**src/rtl/majority_event_counter_if.sv**
```systemverilog
// Report channel from majority_event_counter to its sink.
// Valid/ready handshake carrying the latest event count.
interface majority_event_counter_if #(
  parameter int CNT_W = 8
);
  logic             rpt_val;
  logic             rpt_rdy;
  logic [CNT_W-1:0] rpt_data;

  modport master (
    output rpt_val,
    output rpt_data,
    input  rpt_rdy
  );

  modport slave (
    input  rpt_val,
    input  rpt_data,
    output rpt_rdy
  );
endinterface

```
**src/rtl/majority_event_counter.sv**
```systemverilog
// Debounced majority-event counter with saturating count and report.
// Define MAJ_EVT_WRAP_EN to wrap the count at max instead of saturating.
module majority_event_counter #(
  parameter int CNT_W    = 8,
  parameter int MIN_HOLD = 2
) (
  input  logic             clk,
  input  logic             rst_n,
  input  logic             det_in,
  input  logic             clear,
  output logic [CNT_W-1:0] evt_count,
  output logic             evt_pulse,
  output logic             sat,
  majority_event_counter_if.master rpt
);

  typedef enum logic [1:0] {
    IDLE,
    QUAL,
    HELD
  } state_t;

  localparam logic [3:0] HOLD_LAST = 4'(MIN_HOLD - 1);
  localparam logic [CNT_W-1:0] CNT_MAX = '1;

  state_t           state_q;
  state_t           state_d;
  logic [3:0]       hold_q;
  logic [3:0]       hold_d;
  logic             det_q;
  logic             evt;
  logic [CNT_W-1:0] cnt_nxt;
  logic             sat_set;

`ifdef MAJ_EVT_WRAP_EN
  assign cnt_nxt = evt_count + CNT_W'(1);
  assign sat_set = 1'b0;
`else
  assign cnt_nxt = (evt_count == CNT_MAX) ? evt_count
                 : evt_count + CNT_W'(1);
  assign sat_set = (evt_count == CNT_MAX);
`endif

  always_ff @(posedge clk or negedge rst_n) begin
    if (!rst_n) begin
      det_q   <= 1'b0;
      state_q <= IDLE;
      hold_q  <= 4'd0;
    end else begin
      det_q   <= det_in;
      state_q <= state_d;
      hold_q  <= hold_d;
    end
  end

  always_comb begin
    state_d = state_q;
    hold_d  = hold_q;
    evt     = 1'b0;
    unique case (state_q)
      IDLE: begin
        if (det_q) begin
          if (MIN_HOLD == 1) begin
            state_d = HELD;
            evt     = 1'b1;
          end else begin
            state_d = QUAL;
            hold_d  = 4'd1;
          end
        end
      end
      QUAL: begin
        if (!det_q) begin
          state_d = IDLE;
          hold_d  = 4'd0;
        end else if (hold_q == HOLD_LAST) begin
          state_d = HELD;
          evt     = 1'b1;
        end else begin
          hold_d = hold_q + 4'd1;
        end
      end
      HELD: begin
        if (!det_q) begin
          state_d = IDLE;
          hold_d  = 4'd0;
        end
      end
      default: begin
        state_d = IDLE;
        hold_d  = 4'd0;
      end
    endcase
  end

  // Clear beats a same-edge event; the FSM keeps running so a held level is not recounted.
  always_ff @(posedge clk or negedge rst_n) begin
    if (!rst_n) begin
      evt_count    <= '0;
      evt_pulse    <= 1'b0;
      sat          <= 1'b0;
      rpt.rpt_val  <= 1'b0;
      rpt.rpt_data <= '0;
    end else if (clear) begin
      evt_count   <= '0;
      evt_pulse   <= 1'b0;
      sat         <= 1'b0;
      rpt.rpt_val <= 1'b0;
    end else begin
      evt_pulse <= evt;
      if (evt) begin
        evt_count    <= cnt_nxt;
        rpt.rpt_data <= cnt_nxt;
        rpt.rpt_val  <= 1'b1;
        if (sat_set) sat <= 1'b1;
      end else if (rpt.rpt_val && rpt.rpt_rdy) begin
        rpt.rpt_val <= 1'b0;
      end
    end
  end

endmodule

```
**src/flat_wrapper.sv**
```systemverilog
// flat-port wrapper written by rule: the top's interface ports become plain ports
module majority_event_counter_flat 
#(
  parameter int CNT_W    = 8,
  parameter int MIN_HOLD = 2
)
  (clk, rst_n, det_in, clear, evt_count, evt_pulse, sat, rpt_rpt_val, rpt_rpt_data, rpt_rpt_rdy);
  majority_event_counter_if #(.CNT_W(CNT_W)) rpt_i ();
  input  logic clk;
  input  logic rst_n;
  input  logic det_in;
  input  logic clear;
  output logic [CNT_W-1:0] evt_count;
  output logic evt_pulse;
  output logic sat;
  output wire logic [$bits(rpt_i.rpt_val)-1:0] rpt_rpt_val;
  output wire logic [$bits(rpt_i.rpt_data)-1:0] rpt_rpt_data;
  input wire logic [$bits(rpt_i.rpt_rdy)-1:0] rpt_rpt_rdy;
  assign rpt_rpt_val = rpt_i.rpt_val;
  assign rpt_rpt_data = rpt_i.rpt_data;
  assign rpt_i.rpt_rdy = rpt_rpt_rdy;
  majority_event_counter #(.CNT_W(CNT_W), .MIN_HOLD(MIN_HOLD)) u_core (.clk(clk), .rst_n(rst_n), .det_in(det_in), .clear(clear), .evt_count(evt_count), .evt_pulse(evt_pulse), .sat(sat), .rpt(rpt_i));
endmodule
```
**config.mk**
```make
export PLATFORM = sky130hd
export DESIGN_NAME = majority_event_counter_flat
export DESIGN_NICKNAME = d
export VERILOG_FILES = /design/src/rtl/majority_event_counter_if.sv /design/src/rtl/majority_event_counter.sv /design/src/flat_wrapper.sv
export SDC_FILE = /design/constraint.sdc
export NUM_CORES = 1
export LEC_CHECK = 0
export BUFFER_PORTS_ARGS = -buffer_cell sky130_fd_sc_hd__buf_2
export CORE_UTILIZATION = 25
export CTS_CLUSTER_DIAMETER = 150
export DETAILED_ROUTE_END_ITERATION = 10
export SETUP_SLACK_MARGIN = 0.3
export SLEW_MARGIN = 25
export SYNTH_ARGS = -nofsm -noshare
export SYNTH_HDL_FRONTEND = slang
export SYNTH_SLANG_ARGS = --single-unit
export TNS_END_PERCENT = 50
```
**constraint.sdc**
```tcl
create_clock -name clk -period 1.63 [get_ports clk]
set_clock_uncertainty 0.1 [all_clocks]
set_input_delay 0.163 -clock clk [delete_from_list [all_inputs] [get_ports clk]]
set_output_delay 0.163 -clock clk [all_outputs]
set_load 0.01 [all_outputs]
```
==> metrics <==
status=finished with violations; failing checks=setup timing; Worst path max stage delay=0.38 ns; HPWL after DPL=2380 um; worst slew pin tran=0.589 ns; Reg2Reg Depth=7; most common cell in the netlist=dfrtp_1; syn_nets=146; Unique masters post-synth=39; Hold Path Sink=u_core.rpt.rpt_val; Avg Inst Size Synth=9.81 sq um; Max Clock Freq=585 MHz; Avg WL per Cell=12.4 um; CP Class=flip-flop to flip-flop; r2r endpoint=u_core.evt_count[3]; largest cells by area after synthesis=dfrtp_1 48%, o21ai_0 4.8%, nand3_1 3.7%; R2R setup slack=-0.08 ns; CP Max Fanout=3; kind of end point of the critical path=flip-flop; cell taking the most area after synthesis=dfrtp_1; global route overflow=0; Hold Path Class=input port to flip-flop; WHS=0.0594 ns; Max Root-Sink Buffers=2; post-route ant nets=0; ANT cells=0; DRT Pass-1 Iters=4; CTS tree=built; worst ir drop on vdd=0.430 mV; Worst Path Required=1.74 ns; CP max-delay cell=dfrtp_1; Post-DP Area=1740 sq um; critical path data arrival time=1.82 ns; origin of the worst min-delay path=rpt_rpt_rdy; Area Growth Syn to Fin=41.6%; relative max-transition margin=0.608; Util after Layout=0.371; Synth Flop Type=dfrtp_1; Mapped Cells=138; Seq cells post-synth=26; residual DRC count=0; post-synth top area share=0.481; clock root cell=clkbuf_8; PwrDens=1060 nW/um^2; Final Hold Vio Count=0; EDFF count, synth=0; DIE WIDTH=75.6 um; largest net degree at the start of global routing=27; sequential element share of the synthesized area=0.481; Max H-tree Level=1; asr flop ratio synth=1.00; Die Y=75.6 um; routed vias/inst=4.68; initial antenna violation count=0; # clock sinks=26; wire length of the first global-routing pass=5320 um; leak pwr=0.905 nW; final worst slack=-0.0802 ns; initial core utilization=0.262; vias in the first global route=1127; Port Buffers=23; Cell Area, Synth=1350 sq um; fin. max-slew vios=0; Core Area=5170 sq um; Startpoint Class=flip-flop; row count=26; post-layout minimum cycle time=1.71 ns; cell area after layout=1920 sq um; Routed Wire Length=3300 um; CTS Buf Count=3; synth cell count leaders=26 x dfrtp_1, 13 x o21ai_0, 12 x nand2_1; final cycle utilization of the critical path=1.05; Ys Warns=0; latest clock arrival within the worst-skew pair=0.27 ns; fill count=516; GRT Util Overall=0.125; Final GP Congestion=0.837; I/O pins=24; Max-cap violations=0; Worst Hold Path Cells=3; fraction of final layout cells sized beyond drive strength 1=0.385; DIE AREA=5710 sq um; dpl ws=-0.108 ns; RSZ-0062 raised after global routing=true; Worst-path clk slew=0.09 ns; routed vias=1241; Nets=204; DRT iter0 DRCs=53; crit path cell chain=inv_1, ha_1, nor3b_4, o2111ai_2, buf_4, or3_1, a21oi_1; reg-to-reg startpoint=u_core.hold_q[1]; final setup fails=14
state kept, by name, indices dropped and copies added, names as in the netlist:
name,count
u_core.det_q,1
u_core.evt_count,8
u_core.evt_pulse,1
u_core.hold_q,4
u_core.rpt.rpt_data,8
u_core.rpt.rpt_val,1
u_core.sat,1
u_core.state_q,2
area by class of cell:
type | instances | area (sq um) | share of cell area
inverter | 3 | 11.3 | 0.00587
tap | 70 | 87.6 | 0.0457
multi-input combinational | 103 | 714 | 0.373
timing repair buffer | 59 | 405 | 0.211
clock buffer | 4 | 45.0 | 0.0235
sequential | 26 | 653 | 0.341
worst max-delay path by stage:
stage / depth (start not counted) / startpoint / slack [ns] / endpoint
6_report: 7 / u_core.hold_q[1] / -0.08 / u_core.evt_count[3]
2_1_floorplan: 6 / u_core.hold_q[1] / -0.12 / u_core.evt_count[5]
3_3_place_gp: 6 / u_core.hold_q[1] / -0.04 / u_core.evt_count[5]
3_5_place_dp: 6 / u_core.hold_q[1] / -0.11 / u_core.evt_count[5]
5_1_grt: 7 / u_core.hold_q[1] / -0.19 / u_core.evt_count[3]
4_1_cts: 6 / u_core.hold_q[1] / -0.09 / u_core.evt_count[5]
cell families (layout without fill, tap and decap cells):
kind of cell             count (synthesis)  after routing  synth area share
buffers and inverters                    9             66            0.0351
flip-flops                              26             26             0.481
AO/OA/AOI/OAI                           38             38             0.180
adder cells (fa/ha/maj)                  3              3            0.0277
AND/OR/NAND/NOR                         55             55             0.227
XOR/XNOR                                 4              4            0.0259
multiplexers                             3              3            0.0231
repair_timing:
| item | 4_1_cts | 5_1_grt |
|---|---|---|
| gates resized for setup | 11 | 8 |
| pin swaps | 5 | 4 |
| hold endpoints to repair | 27 | 0 |
| hold buffers | 2 | 0 |
| gates cloned | 1 | 0 |
| endpoints found under the setup margin | 23 | 25 |
| setup buffers | 6 | 1 |
placed cells by master (no fill, tap or decap), types with 2 or more instances in the layout:
cell type	netlist	routed
nor2b_1	3	2
a311oi_1	2	2
ha_1	3	2
xor2_1	2	2
inv_1	3	3
nor2_1	10	10
mux2i_1	2	2
o21ai_1	0	7
dfrtp_1	26	24
a211oi_1	2	2
nand2_1	12	12
nand3_1	10	9
buf_4	1	30
dlygate4sd3_1	0	2
dfrtp_2	0	2
and4_1	3	3
clkbuf_8	0	3
buf_6	1	4
o21ai_0	13	6
a22oi_2	0	2
o21bai_1	2	2
nor3_1	5	4
nand2b_1	3	3
a22o_1	2	2
a21oi_1	9	9
buf_2	1	23
xnor2_1	2	2
routing by layer:
metal / GRT usage / up-vias / routed length, um
met5: 0 / - / 0
met4: 0.0617 / 0 / 65
met3: 0.0146 / 4 / 99
met2: 0.188 / 28 / 1440
met1: 0.178 / 595 / 1690
li1: - / 614 / -
worst max-delay path: cells and delay by family, from the launching register on:
kind / cells / cell delay, ns
and+or+nand+nor: 2 / 0.52
DFF: 1 / 0.38
AOI/OAI and AO/OA: 2 / 0.29
buffers and inverters: 2 / 0.23
adders and majority gates: 1 / 0.13
where the power goes:
part	switching, mW	internal [mW]
logic	0.423	0.444
clock network	0.203	0.175
registers	0.0495	0.737
total	0.676	1.36
metrics by stage:
stage	power, mW	TNS [ns]	instances
after floorplan	1.20	-0.144	138
after global placement	1.47	-0.0403	251
after detailed placement	1.49	-0.403	251
after CTS	2.02	-0.388	264
after global routing	2.18	-2.53	265
final	2.03	-0.355	265
Note: power is estimated with default switching activity, not from simulation.
